===== src/rtl/pipe_stage_reg.sv =====
// Valid/ready pipeline stage register carrying a control field and payload between stages; one-cycle latency.
// SKID=0: single entry, in_ready combinational from out_ready. SKID=1: two-entry skid, registered in_ready, absorbs one entry after a stall.
module pipe_stage_reg #(
  parameter int CTRL_W = 11,
  parameter int DATA_W = 128,
  parameter int SKID   = 1,
  parameter int CNT_W  = 16
) (
  input  logic              clk,
  input  logic              rst_n,
  input  logic              flush,
  input  logic              in_valid,
  output logic              in_ready,
  input  logic [CTRL_W-1:0] in_ctrl,
  input  logic [DATA_W-1:0] in_data,
  output logic              out_valid,
  input  logic              out_ready,
  output logic [CTRL_W-1:0] out_ctrl,
  output logic [DATA_W-1:0] out_data,
  output logic [CNT_W-1:0]  stall_cnt,
  output logic [CNT_W-1:0]  bubble_cnt
);

  localparam logic [CNT_W-1:0] CNT_ONE = CNT_W'(1);
  localparam logic [CNT_W-1:0] CNT_MAX = '1;

  typedef struct packed {
    logic [CTRL_W-1:0] ctrl;
    logic [DATA_W-1:0] data;
  } entry_t;

  entry_t           in_ent;
  entry_t           main_q, main_d;
  logic [CNT_W-1:0] stall_q, stall_d;
  logic [CNT_W-1:0] bubble_q, bubble_d;

  assign in_ent = {in_ctrl, in_data};

  generate
    if (SKID != 0) begin : g_skid
      typedef enum logic [1:0] {
        EMPTY = 2'd0,
        BUSY  = 2'd1,
        FULL  = 2'd2
      } state_t;

      state_t state_q, state_d;
      entry_t skid_q, skid_d;
      logic   in_rdy_q, in_rdy_d;
      logic   in_xfer, out_xfer;

      assign out_valid = (state_q != EMPTY);
      assign in_ready  = in_rdy_q;
      assign in_xfer   = in_valid & in_rdy_q;
      assign out_xfer  = (state_q != EMPTY) & out_ready;

      // Skid always drains into main before main reloads from the input.
      always_comb begin
        state_d = state_q;
        main_d  = main_q;
        skid_d  = skid_q;
        case (state_q)
          EMPTY: begin
            if (in_xfer) begin
              main_d  = in_ent;
              state_d = BUSY;
            end
          end
          BUSY: begin
            if (in_xfer && out_xfer) begin
              main_d = in_ent;
            end else if (in_xfer) begin
              skid_d  = in_ent;
              state_d = FULL;
            end else if (out_xfer) begin
              state_d = EMPTY;
            end
          end
          FULL: begin
            if (out_xfer) begin
              main_d  = skid_q;
              state_d = BUSY;
            end
          end
          default: state_d = EMPTY;
        endcase
        if (flush) begin
          state_d = EMPTY;
        end
        in_rdy_d = (state_d != FULL);
      end

      always_ff @(posedge clk or negedge rst_n) begin
        if (!rst_n) begin
          state_q  <= EMPTY;
          main_q   <= '0;
          skid_q   <= '0;
          in_rdy_q <= 1'b1;
        end else begin
          state_q  <= state_d;
          main_q   <= main_d;
          skid_q   <= skid_d;
          in_rdy_q <= in_rdy_d;
        end
      end
    end else begin : g_reg
      logic vld_q, vld_d;
      logic in_xfer, out_xfer;

      assign out_valid = vld_q;
      assign in_ready  = !vld_q | out_ready;
      assign in_xfer   = in_valid & (!vld_q | out_ready);
      assign out_xfer  = vld_q & out_ready;

      always_comb begin
        vld_d  = vld_q;
        main_d = main_q;
        if (in_xfer) begin
          vld_d  = 1'b1;
          main_d = in_ent;
        end else if (out_xfer) begin
          vld_d = 1'b0;
        end
        if (flush) begin
          vld_d = 1'b0;
        end
      end

      always_ff @(posedge clk or negedge rst_n) begin
        if (!rst_n) begin
          vld_q  <= 1'b0;
          main_q <= '0;
        end else begin
          vld_q  <= vld_d;
          main_q <= main_d;
        end
      end
    end
  endgenerate

  // Counters survive flush; only rst_n clears them.
  always_comb begin
    stall_d  = stall_q;
    bubble_d = bubble_q;
    if (out_valid && !out_ready && (stall_q != CNT_MAX)) begin
      stall_d = stall_q + CNT_ONE;
    end
    if (!out_valid && (bubble_q != CNT_MAX)) begin
      bubble_d = bubble_q + CNT_ONE;
    end
  end

  always_ff @(posedge clk or negedge rst_n) begin
    if (!rst_n) begin
      stall_q  <= '0;
      bubble_q <= '0;
    end else begin
      stall_q  <= stall_d;
      bubble_q <= bubble_d;
    end
  end

  // A bubble must never carry a live write enable downstream.
  assign out_ctrl   = out_valid ? main_q.ctrl : '0;
  assign out_data   = main_q.data;
  assign stall_cnt  = stall_q;
  assign bubble_cnt = bubble_q;

endmodule

===== config.mk =====
export PLATFORM = sky130hd
export DESIGN_NAME = pipe_stage_reg
export DESIGN_NICKNAME = d
export VERILOG_FILES = /design/src/rtl/pipe_stage_reg.sv
export SDC_FILE = /design/constraint.sdc
export NUM_CORES = 1
export LEC_CHECK = 0
export BUFFER_PORTS_ARGS = -buffer_cell sky130_fd_sc_hd__buf_2
export CORE_ASPECT_RATIO = 1.25
export CORE_MARGIN = 4
export CORE_UTILIZATION = 43
export DETAILED_ROUTE_END_ITERATION = 16
export GPL_TIMING_DRIVEN = 1
export PLACE_DENSITY = 0.66
export SLEW_MARGIN = 5
export SYNTH_ARGS = -nofsm -noshare
export SYNTH_HDL_FRONTEND = slang
export SYNTH_SLANG_ARGS = --single-unit

===== constraint.sdc =====
create_clock -name clk -period 2.3 [get_ports clk]
set_input_delay 0.46 -clock clk [delete_from_list [all_inputs] [get_ports clk]]
set_output_delay 0.46 -clock clk [all_outputs]
set_load 0.02 [all_outputs]

==> impl_results.md <==
* Status: finished clean
* Via count at 9,883
* I/O pin cnt at around 320
* GRT Total Usage at 18.2%
* WP buf/inv at 2
* Vias per inst at roughly 4.9
* Net Sw Power at between 4 and 5 mW
* WS Path Type: reg2out
* CTS tree: yes
* Fmax at 456 MHz
* CTS Buf Count at 31
* Post-synth EDFFs at 0
* Final hold vios at 0
* Highest Signal Layer: met5
* CP Launch Type: flop
* Tmin final at around 2.2 ns
* # setup viols final at 0
* Fin Setup TNS at 0 ns
* H-tree Lvls at 1
* TritonRoute pass-1 iters at 4
* Clock buffer depth at 3
* Peak supply drop at roughly 610 uV
* Clock sinks at 313
* Number of global-route vias before repair at approximately 10,000
* Relative slew slack at 68.7%
* Syn. warnings at 0
* Int Power at 11.5 mW
* Largest net degree at the start of global routing at 76
* Critical path's slowest cell: dfrtp_2
* DRT met1 WL at 13,900 um
* Critical Path Sink Type: primary output
* Mapped Cells at about 1,300
* # Max-Cap Violations at 0
* Sw frac at 29.6%
* # fillers at 3,097
* Crit share post-route at 95.4%
* Core ar. at 34,300 um2
* PwrDens at 955 nW/um2
* Fin util at around half
* Top delay family on crit path: flip-flops
* Layout area overhead at 15.1%
* Reg clk slew, reported paths at 0.06 ns
* CP peak stage delay at 0.48 ns
* Die area at 37,800 um2
* Core Rows at 76
* Drt drc at 0
* Routed wire length at 34,500 um
* Initial antenna violation count at 10
* Die span in y at roughly 220 um
* Clock Root Buffer: clkbuf_16
* Routed Antenna Nets at 0
* 1st-iter DRT viols at 454
* Arrival time worst endpoint at 1.73 ns
* Synth Area per Inst at about 11 um2
* Sequential area share after synthesis at a little over half
* HPWL Detailed at 23,300 um
* Hold/Removal Path Class: in2reg
* Worst-Margin Slew at around 0.47 ns
* Share of layout cells above drive strength 1 at 41.0%
* Nets at 1,672
* Cell variety after synth at 42
* Clock power frac at a little under a third
* Die width at roughly 170 um
* First-pass GRT wire length at 56,100 um
* GR Overflow Total at 0
* P_leak at 8.37 nW
* Routed WL per cell at 17.1 um
* RSZ-0062 raised after global routing: false
* Clock latency on the worst-skew pair at about 0.57 ns
* Design area at 17,200 um2
* Commonest register cell after synthesis: dfrtp_1
* Crit path required time at ~1.8 ns
* Starting Density at 43.5%
* Met3 wire len at 1930 um
* Asr flop ratio synth at between 90% and 100%
* #FFs+latches synth at 313
* Routed length on met2 at 17,400 um
* Critical-path cell list: nor2_4 > buf_4 > nor2b_1 > buf_2
* Port-buffer cells at 316
* Logic pwr share at between 20% and 30%
* CP max FO at 10
* Placed Area at 16,100 um2
* GPL Wtd Cong at 0.818
* Syn Nets at 1,487
* Area of the mapped netlist at approximately 15,000 um2
* Final Skew at 0.0190 ns
* Power share of the sequential group at about 47%
* Max Slew Vio Count at 0
==> per-stage QoR <==
step / hold WS (ns) / std cells / setup WS (ns) / power [mW]
final: 0.116 / 2021 / 0.107 / 16.4
after detailed placement: 0.428 / 1958 / 0.322 / 11.4
after CTS: 0.0756 / 2014 / 0.0327 / 16.6
after global routing: 0.0895 / 2020 / 0.0106 / 17.3
after global placement: 0.430 / 1958 / 0.341 / 11.2
after floorplan: 0.164 / 1341 / 0.466 / 10.5
==> sequential cells by signal, indices dropped and copies added, names as in the netlist <==
name	cells
g_skid.skid_q	139
out_data	128
bubble_cnt	16
stall_cnt	16
main_q	11
g_skid.state_q	2
in_ready	1
==> cell type report <==
type,count,area (um2),share of cell area (%)
Clock inverter,12,144,0.838
Multi-Input combinational cell,830,5660,33.0
Clock buffer,43,891,5.19
Antenna cell,5,12.5,0.0729
Tap cell,468,586,3.41
Sequential cell,313,7840,45.6
Timing Repair Buffer,348,2030,11.8
Inverter,2,7.51,0.0437
==> cell families (layout without fill, tap and decap cells) <==
| family | after synthesis | after routing | share of synthesized area, % |
|---|---|---|---|
| compound gates | 20 | 20 | 0.981 |
| xor+xnor | 25 | 25 | 1.47 |
| fa+ha+maj | 2 | 2 | 0.168 |
| buf+inv | 198 | 405 | 9.78 |
| flops | 313 | 313 | 52.5 |
| mux | 281 | 281 | 21.2 |
| other cells | 0 | 5 | 0 |
| simple gates | 502 | 502 | 13.9 |
==> metal layers <==
layer	vias up	GRT usage [%]
met4	10	6.68
met3	71	3.98
li1	4657	-
met2	237	32.5
met5	-	0
met1	4908	21.5
==> cell usage in the layout (no fill, tap or decap), types with 3 or more instances in the layout <==
master,instances
nand2_1,432
buf_2,315
dfrtp_1,310
mux2_2,222
mux2_1,59
clkbuf_16,31
xor2_1,18
buf_12,16
buf_4,15
nor2b_1,11
nand4_1,11
nor2_1,8
nor3_1,8
xnor2_1,7
clkbuf_8,7
nand3_1,6
clkinv_2,6
diode_2,5
and3_1,5
clkbuf_1,5
a21oi_1,4
a211oi_1,4
nor4_1,4
and4_1,4
bufinv_16,3
==> path summary, 6_finish.rpt <==
check	startpoint	end	slack (ns)	depth (start not counted)
worst max-delay path	g_skid.state_q[1]	out_ctrl[2]	0.11	4
max in group asynchronous	rst_n	g_skid.skid_q[47]	1.13	4
worst min register to register	out_data[6]	out_data[6]	0.48	1
worst min-delay path	flush	g_skid.state_q[1]	0.12	2
worst max register to register	stall_cnt[0]	stall_cnt[1]	0.37	5
min in group asynchronous	rst_n	out_data[42]	0.43	2
==> power by group through the flow <==
stage / clock network, mW / logic [mW] / registers [mW]
after floorplan: 0 / 2.89 / 7.64
after global placement: 0 / 3.56 / 7.65
after detailed placement: 0 / 3.66 / 7.72
after CTS: 5.33 / 3.67 / 7.63
after global routing: 5.54 / 3.92 / 7.80
final: 5.16 / 3.61 / 7.62
==> Yosys cell counts, drive strengths merged (4+ instances only) <==
library cell | instances | area, um2
clkbuf | 10 | 37.5
nor2b | 12 | 75.1
nor2 | 9 | 36.3
and3 | 6 | 38.8
nand3 | 6 | 30.0
nor4 | 4 | 25.0
dfrtp | 312 | 7810
nand2 | 432 | 1620
nand4 | 11 | 68.8
and4 | 5 | 45.0
xor2 | 18 | 158
mux2 | 281 | 3160
nor3 | 8 | 40.0
xnor2 | 7 | 61.3
buf | 186 | 1410
a211oi | 4 | 30.0
a21oi | 6 | 37.5
==> repair_timing <==
action	in CTS	in global routing
endpoints found under the setup margin	10	1
buffers inserted	0	2
hold buffers	1	0
hold endpoints to repair	43	0
gates cloned	0	0
pin swaps	0	0
gates resized for setup	3	0
(Power assumes the default switching activity.)
